==> src/rtl/uart_pkg.sv <==
// uart_pkg: shared definitions for the UART receive path.
//   - uart_state_t : receiver FSM states
//   - OVERSAMPLE, DATA_BITS, MID_SAMPLE : frame geometry constants
//   - calc_div()   : clocks per oversample tick from clock and baud rate
package uart_pkg;

  typedef enum logic [2:0] {
    S_IDLE,
    S_START,
    S_DATA,
    S_PARITY,
    S_STOP,
    S_BREAK
  } uart_state_t;

  localparam int OVERSAMPLE = 16;
  localparam int DATA_BITS  = 8;
  localparam int MID_SAMPLE = 8;

  // Integer division truncates; callers must keep the result >= 2.
  function automatic int calc_div(input int clk_freq, input int baud);
    return clk_freq / (baud * OVERSAMPLE);
  endfunction

endpackage

==> src/rtl/uart_baud_tick.sv <==
// uart_baud_tick: oversample tick generator, shared by receiver and transmitter.
//   Parameter DIV : clocks per tick (>= 2).
//   CLK50M in  : system clock
//   RST    in  : asynchronous active-high reset
//   en     in  : count enable; counter is held at 0 while low so the first
//                tick lands exactly DIV clocks after en rises
//   tick   out : one-cycle pulse every DIV clocks while enabled
module uart_baud_tick #(
  parameter int DIV = 27
) (
  input  logic CLK50M,
  input  logic RST,
  input  logic en,
  output logic tick
);

  localparam int CW = (DIV > 1) ? $clog2(DIV) : 1;
  localparam logic [CW-1:0] LAST = CW'(DIV - 1);

  logic [CW-1:0] count_reg;

  always_ff @(posedge CLK50M or posedge RST) begin
    if (RST) begin
      count_reg <= '0;
    end else if (!en || count_reg == LAST) begin
      count_reg <= '0;
    end else begin
      count_reg <= count_reg + CW'(1);
    end
  end

  assign tick = en && (count_reg == LAST);

endmodule

==> src/rtl/uart_rx.sv <==
// uart_rx: 8N1 serial receiver with 16x oversampling, running on CLK50M.
//   Parameters: CLK_FREQ (Hz), BAUD (bit/s), PARITY_ODD (0 even, 1 odd).
//   CLK50M     in  : system clock
//   RST        in  : asynchronous active-high reset
//   RXD        in  : serial line, idle high, asynchronous
//   DATA       out : last correctly received byte (held until next good frame)
//   VALID      out : one-cycle pulse, DATA updated this cycle
//   FRAME_ERR  out : one-cycle pulse, stop bit sampled low
//   PARITY_ERR out : one-cycle pulse, parity mismatch (0 unless parity build)
//   BUSY       out : high while a frame is being received or the line is in break
// Optional feature macro: UART_RX_PARITY_EN adds a parity bit after bit 7.
module uart_rx
  import uart_pkg::*;
#(
  parameter int CLK_FREQ   = 50000000,
  parameter int BAUD       = 115200,
  parameter int PARITY_ODD = 0
) (
  input  logic       CLK50M,
  input  logic       RST,
  input  logic       RXD,
  output logic [7:0] DATA,
  output logic       VALID,
  output logic       FRAME_ERR,
  output logic       PARITY_ERR,
  output logic       BUSY
);

  localparam int DIV = calc_div(CLK_FREQ, BAUD);
  localparam logic [3:0] MID_LAST = 4'(MID_SAMPLE - 1);
  localparam logic [3:0] BIT_LAST = 4'(OVERSAMPLE - 1);
  localparam logic [2:0] IDX_LAST = 3'(DATA_BITS - 1);

`ifdef UART_RX_PARITY_EN
  localparam logic PAR_ODD = (PARITY_ODD != 0);
`else
  // Parity sense has no effect in 8N1 builds; the empty block only keeps the
  // parameter referenced so overrides stay harmless.
  if (PARITY_ODD != 0) begin : g_parity_odd_ignored
  end
`endif

  // Two-flop synchronizer, reset to the idle line level.
  logic meta_reg, rxs_reg;

  always_ff @(posedge CLK50M or posedge RST) begin
    if (RST) begin
      meta_reg <= 1'b1;
      rxs_reg  <= 1'b1;
    end else begin
      meta_reg <= RXD;
      rxs_reg  <= meta_reg;
    end
  end

  uart_state_t state_reg, state_next;
  logic [3:0]  sample_reg, sample_next;
  logic [2:0]  bit_reg, bit_next;
  logic [7:0]  shift_reg, shift_next;
  logic [7:0]  data_reg, data_next;
  logic        valid_reg, valid_next;
  logic        frame_err_reg, frame_err_next;
  logic        tick;
  logic        tick_en;
`ifdef UART_RX_PARITY_EN
  logic        parity_bad_reg, parity_bad_next;
  logic        parity_err_reg, parity_err_next;
`endif

  // Counter idles at 0 so the first tick is phase-aligned to the start edge.
  assign tick_en = (state_reg != S_IDLE) && (state_reg != S_BREAK);

  uart_baud_tick #(
    .DIV(DIV)
  ) u_baud_tick (
    .CLK50M(CLK50M),
    .RST   (RST),
    .en    (tick_en),
    .tick  (tick)
  );

  always_ff @(posedge CLK50M or posedge RST) begin
    if (RST) begin
      state_reg      <= S_IDLE;
      sample_reg     <= '0;
      bit_reg        <= '0;
      shift_reg      <= '0;
      data_reg       <= '0;
      valid_reg      <= 1'b0;
      frame_err_reg  <= 1'b0;
`ifdef UART_RX_PARITY_EN
      parity_bad_reg <= 1'b0;
      parity_err_reg <= 1'b0;
`endif
    end else begin
      state_reg      <= state_next;
      sample_reg     <= sample_next;
      bit_reg        <= bit_next;
      shift_reg      <= shift_next;
      data_reg       <= data_next;
      valid_reg      <= valid_next;
      frame_err_reg  <= frame_err_next;
`ifdef UART_RX_PARITY_EN
      parity_bad_reg <= parity_bad_next;
      parity_err_reg <= parity_err_next;
`endif
    end
  end

  always_comb begin
    state_next      = state_reg;
    sample_next     = sample_reg;
    bit_next        = bit_reg;
    shift_next      = shift_reg;
    data_next       = data_reg;
    valid_next      = 1'b0;
    frame_err_next  = 1'b0;
`ifdef UART_RX_PARITY_EN
    parity_bad_next = parity_bad_reg;
    parity_err_next = 1'b0;
`endif

    case (state_reg)
      S_IDLE: begin
        sample_next = '0;
        if (!rxs_reg) begin
          state_next = S_START;
        end
      end

      S_START: begin
        if (tick) begin
          if (sample_reg == MID_LAST) begin
            // Mid start bit: a high line here was only a glitch.
            sample_next = '0;
            bit_next    = '0;
            state_next  = rxs_reg ? S_IDLE : S_DATA;
          end else begin
            sample_next = sample_reg + 4'd1;
          end
        end
      end

      S_DATA: begin
        if (tick) begin
          sample_next = sample_reg + 4'd1;
          if (sample_reg == BIT_LAST) begin
            // LSB arrives first, so shifting in from the top rebuilds the byte.
            shift_next = {rxs_reg, shift_reg[7:1]};
            if (bit_reg == IDX_LAST) begin
`ifdef UART_RX_PARITY_EN
              state_next = S_PARITY;
`else
              state_next = S_STOP;
`endif
            end else begin
              bit_next = bit_reg + 3'd1;
            end
          end
        end
      end

`ifdef UART_RX_PARITY_EN
      S_PARITY: begin
        if (tick) begin
          sample_next = sample_reg + 4'd1;
          if (sample_reg == BIT_LAST) begin
            parity_bad_next = (rxs_reg != ((^shift_reg) ^ PAR_ODD));
            state_next      = S_STOP;
          end
        end
      end
`endif

      S_STOP: begin
        if (tick) begin
          sample_next = sample_reg + 4'd1;
          if (sample_reg == BIT_LAST) begin
            if (rxs_reg) begin
              // Leaving at mid-stop lets a back-to-back start edge be seen.
              state_next = S_IDLE;
`ifdef UART_RX_PARITY_EN
              if (parity_bad_reg) begin
                parity_err_next = 1'b1;
              end else begin
                data_next  = shift_reg;
                valid_next = 1'b1;
              end
`else
              data_next  = shift_reg;
              valid_next = 1'b1;
`endif
            end else begin
              frame_err_next = 1'b1;
              state_next     = S_BREAK;
            end
          end
        end
      end

      S_BREAK: begin
        // A held-low line must not be mistaken for a stream of start bits.
        if (rxs_reg) begin
          state_next = S_IDLE;
        end
      end

      default: begin
        state_next = S_IDLE;
      end
    endcase
  end

  assign DATA      = data_reg;
  assign VALID     = valid_reg;
  assign FRAME_ERR = frame_err_reg;
  assign BUSY      = (state_reg != S_IDLE);
`ifdef UART_RX_PARITY_EN
  assign PARITY_ERR = parity_err_reg;
`else
  assign PARITY_ERR = 1'b0;
`endif

endmodule

==> config.mk <==
export PLATFORM = sky130hd
export DESIGN_NAME = uart_rx
export DESIGN_NICKNAME = d
export VERILOG_FILES = /design/src/rtl/uart_pkg.sv /design/src/rtl/uart_baud_tick.sv /design/src/rtl/uart_rx.sv
export SDC_FILE = /design/constraint.sdc
export NUM_CORES = 1
export LEC_CHECK = 0
export BUFFER_PORTS_ARGS = -buffer_cell sky130_fd_sc_hd__buf_2
export CAP_MARGIN = 20
export CORE_ASPECT_RATIO = 0.9
export CORE_MARGIN = 2
export CORE_UTILIZATION = 52
export CTS_CLUSTER_SIZE = 24
export DETAILED_ROUTE_END_ITERATION = 10
export PLACE_DENSITY = 0.71
export SLEW_MARGIN = 15
export SYNTH_ARGS = -nofsm -noshare
export SYNTH_HDL_FRONTEND = slang
export SYNTH_SLANG_ARGS = --single-unit
export TNS_END_PERCENT = 5
==> constraint.sdc <==
create_clock -name CLK50M -period 1.8 [get_ports CLK50M]
set_input_delay 0.36 -clock CLK50M [delete_from_list [all_inputs] [get_ports CLK50M]]
set_output_delay 0.36 -clock CLK50M [all_outputs]
set_load 0.005 [all_outputs]
==> results.txt <==
The final hold violation count is 0. The setup slack of the most critical reg-to-reg path is 0.002 ns. Traced cell by cell, the critical path runs through inv_1, ha_2, nand4b_4, o211ai_1, o2111a_2, a21boi_0, a41o_1.

The signal arrival time at the worst endpoint came out at 2.04 ns. For this configuration, the core starts out at a cell density of 54.5%. The number of antenna violations at the first check in global routing came out at 0. The sequential cell area came out at 880 um2. In this design, the stage delay of the slowest critical-path cell is 0.40 ns. The cell area after placement came out at 1850 um2.

The total power per unit cell area is 723 nW/um2. For this run, the leading register cell type out of synthesis is sky130_fd_sc_hd__dfrtp_1. The area added between synthesis and finish is 16.9%. The worst register-to-register path ends at state_reg[1]. After layout, the design draws a total of 1410 uW. The post-route standard cell area excluding fillers came out at 1950 um2. Clock skew on the completed layout was measured at 0.00910 ns. The largest net degree at the start of global routing is 36. The die is 63.7 um wide. The first-pass GRT wire length is 5330 um. In this run the standard cell core region covers 3070 um2. TritonCTS built the clock tree. The share of the synthesized area in the top cell type is 49.4%. The routed wirelength normalized by instance count came out at 14.9 um. The antenna violation net count after detailed routing is 0.

The mean instance size in the synthesized netlist is 12.1 um2. The fraction of power spent switching nets is 20.4%. The worst setup path is launched from a flip-flop.

The max capacitance violation total is 0. The clock sink count came out at 35. Among all stages on the critical path, the largest delay is contributed by sky130_fd_sc_hd__dfrtp_1. The pre-antenna-repair detailed-routing pass consisted of 4 iterations.

Sequential cells account for 56.0% of the total power. The tree is rooted in a sky130_fd_sc_hd__clkbuf_4. The commonest cells after synthesis are sky130_fd_sc_hd__dfrtp_1, sky130_fd_sc_hd__mux2_2, sky130_fd_sc_hd__nor2_1, sky130_fd_sc_hd__nand2_1, sky130_fd_sc_hd__nand3_1.

The final wirelength is 3080 um. Setup repair after global routing could not meet its margin everywhere. The worst register-to-register path begins at u_baud_tick.count_reg[0]. The total clock buffers created by CTS is 5.

The number of nets produced by synthesis is 146. The number of global-route vias before repair is 1135. The maximum buffer depth of the clock tree is 2. The sequential element share of the synthesized area is 52.6%. The run finished with clean final reports. Cells fill 63.6% of the core in the end. The async set-reset flop share out of synthesis came out at 100%. The minimum period implied by the final worst setup slack is 1.80 ns. The number of DRC violations after detailed-routing iteration 0 came out at 67. For the worst-skew pair, the clock arrives at the later sink with an insertion delay of 0.35 ns. The critical path is of the reg -> reg type. The H-tree generated during clock tree synthesis spans 2 levels.

The required time reported for the critical path endpoint is 2.04 ns. The number of synthesized flops with an enable pin came out at 0. The half-perimeter wire length after detailed placement came out at 2190 um. The die footprint came out at 3680 um2.

The area of combinational cells with multiple inputs is 754 um2. The mapped cell area is 1670 um2. The total track usage is 19.5%. After synthesis the netlist holds a flip-flop and latch count of 35.

The maximum fanout count along the critical path is 7. Timing would allow up to 0.556 GHz. The peak ir drop on the vdd network is 0.000501 V.

The critical path capture point type is a flip-flop. 15 I/O pins were placed. The count of input and output buffers is 13. The floorplan has 19 rows. By area the synthesized netlist is led by sky130_fd_sc_hd__dfrtp_1, sky130_fd_sc_hd__mux2_2, sky130_fd_sc_hd__ha_1. The count of cell types in the netlist came out at 38. The part of the total power dissipated in the clock network came out at 42.3%. The number of slew-limit violations in the final report is 0.

The number of instances in the synthesized netlist came out at 138. Summing over every cut layer, the via total after detailed routing is 1136. The clock-pin slew on the worst setup and hold paths is 0.11 ns. The number of warnings issued by yosys is 0.

The worst hold path belongs to the class in -> async. Counting cells, the worst reg-to-reg path comes to 7. In this run the power spent charging and discharging nets is 289 uW. The final routed DRC violation total is 0.

The cell-internal power is 1120 uW. The final net count came out at 172. Among all cell types in the netlist, the one instantiated most often is sky130_fd_sc_hd__dfrtp_1. Summed over all cells, the static leakage comes to 0.00101 uW. The synthesized design spends more area on one cell type than any other, namely sky130_fd_sc_hd__dfrtp_1. The proportion of layout cells with a drive suffix above 1 is 38.2%. The floorplan die height came out at 57.8 um. The final period utilization is 99.9%. The combinational power share came out at 1.7%. The total of endpoints with negative setup slack in the final report came out at 0. Summed over all layers, the global routing overflow is 0.

The final weighted congestion in routability-driven placement came out at 0.783. Fill cells in the final layout number 236. The repair_antennas step left the layout with diodes totalling 0. After detailed routing, the number of vias per cell comes to 5.49.
-- cell usage in the layout (no fill, tap or decap), drive strengths merged, types with 2 or more instances in the layout --
cell / instances
buf: 24
dfrtp: 33
nand2: 7
nor3: 2
nor2b: 3
a22o: 2
mux2: 17
nor2: 14
dfstp: 2
o211ai: 4
o31ai: 2
a21o: 2
inv: 5
xor2: 5
o21ai: 3
nand3: 7
ha: 5
a21oi: 3
clkbuf: 6
-- through the flow --
| step | hold WS [ns] | setup WS, ns | cells | TNS, ns |
|---|---|---|---|---|
| 2_1_floorplan | 0.345 | 0.0852 | 138 | 0 |
| 3_3_place_gp | 0.347 | 0.0571 | 198 | 0 |
| 3_5_place_dp | 0.347 | -0.0118 | 198 | -0.0191 |
| 4_1_cts | 0.0813 | 0.0122 | 207 | 0 |
| 5_1_grt | 0.0637 | -0.112 | 207 | -0.874 |
| 6_report | 0.0873 | 0.00241 | 207 | 0 |
-- cell families after synthesis --
family,Yosys count,synth area share (%)
AOI/OAI and AO/OA,24,11.0
xor gates and xnor gates,6,3.15
adders and majority gates,6,4.42
buffers and inverters,10,2.92
DFF,35,52.6
muxes,17,11.5
other,1,0.225
and+or+nand+nor,39,14.2
-- critical path: cells and delay by family (launching register included) --
| kind | cells | cell delay [ns] |
|---|---|---|
| AOI/OAI and AO/OA | 4 | 0.86 |
| adders and majority gates | 1 | 0.20 |
| buffers and inverters | 1 | 0.07 |
| DFF | 1 | 0.40 |
| and+or+nand+nor | 1 | 0.18 |
-- power by group through the flow --
stage | Sequential [uW] | Clock (uW) | Combinational (uW)
6_report | 791 | 598 | 23.4
5_1_grt | 792 | 657 | 27.9
4_1_cts | 791 | 616 | 24.7
3_5_place_dp | 806 | 0 | 24.6
3_3_place_gp | 806 | 0 | 24.0
2_1_floorplan | 807 | 0 | 14.5
-- metal layers --
| layer | share of wire, % | track usage (%) | vias up |
|---|---|---|---|
| met5 | 0 | 0 | - |
| met4 | 1.2 | 7.45 | 0 |
| met3 | 3.5 | 7.57 | 4 |
| met2 | 50 | 30.7 | 17 |
| met1 | 45 | 24.6 | 567 |
| li1 | - | - | 548 |
-- layout make-up --
cell class,instances,area share [%]
Inverter,5,0.962
Tap cell,42,2.69
Clock buffer,6,2.63
Multi-Input combinational cell,93,38.7
Timing Repair Buffer,24,8.21
Clock inverter,2,1.79
Sequential cell,35,45.1
-- timing repair --
| action | 4_1_cts | 5_1_grt |
|---|---|---|
| endpoints found under the setup margin | 7 | 16 |
| buffers inserted | 1 | 0 |
| gates resized for setup | 1 | 3 |
| pin swaps | 0 | 3 |
| hold buffers | 0 | 0 |
-- worst max path at each step --
| stage | from | end | slack [ns] |
|---|---|---|---|
| 2_1_floorplan | u_baud_tick.count_reg[0] | sample_reg[3] | 0.09 |
| 3_3_place_gp | u_baud_tick.count_reg[0] | sample_reg[3] | 0.06 |
| 3_5_place_dp | u_baud_tick.count_reg[0] | DATA[4] | -0.01 |
| 4_1_cts | u_baud_tick.count_reg[0] | DATA[0] | 0.01 |
| 5_1_grt | u_baud_tick.count_reg[0] | state_reg[1] | -0.11 |
| 6_report | u_baud_tick.count_reg[0] | state_reg[1] | 0.002 |
No activity file was read; power rests on OpenSTA's default activity.
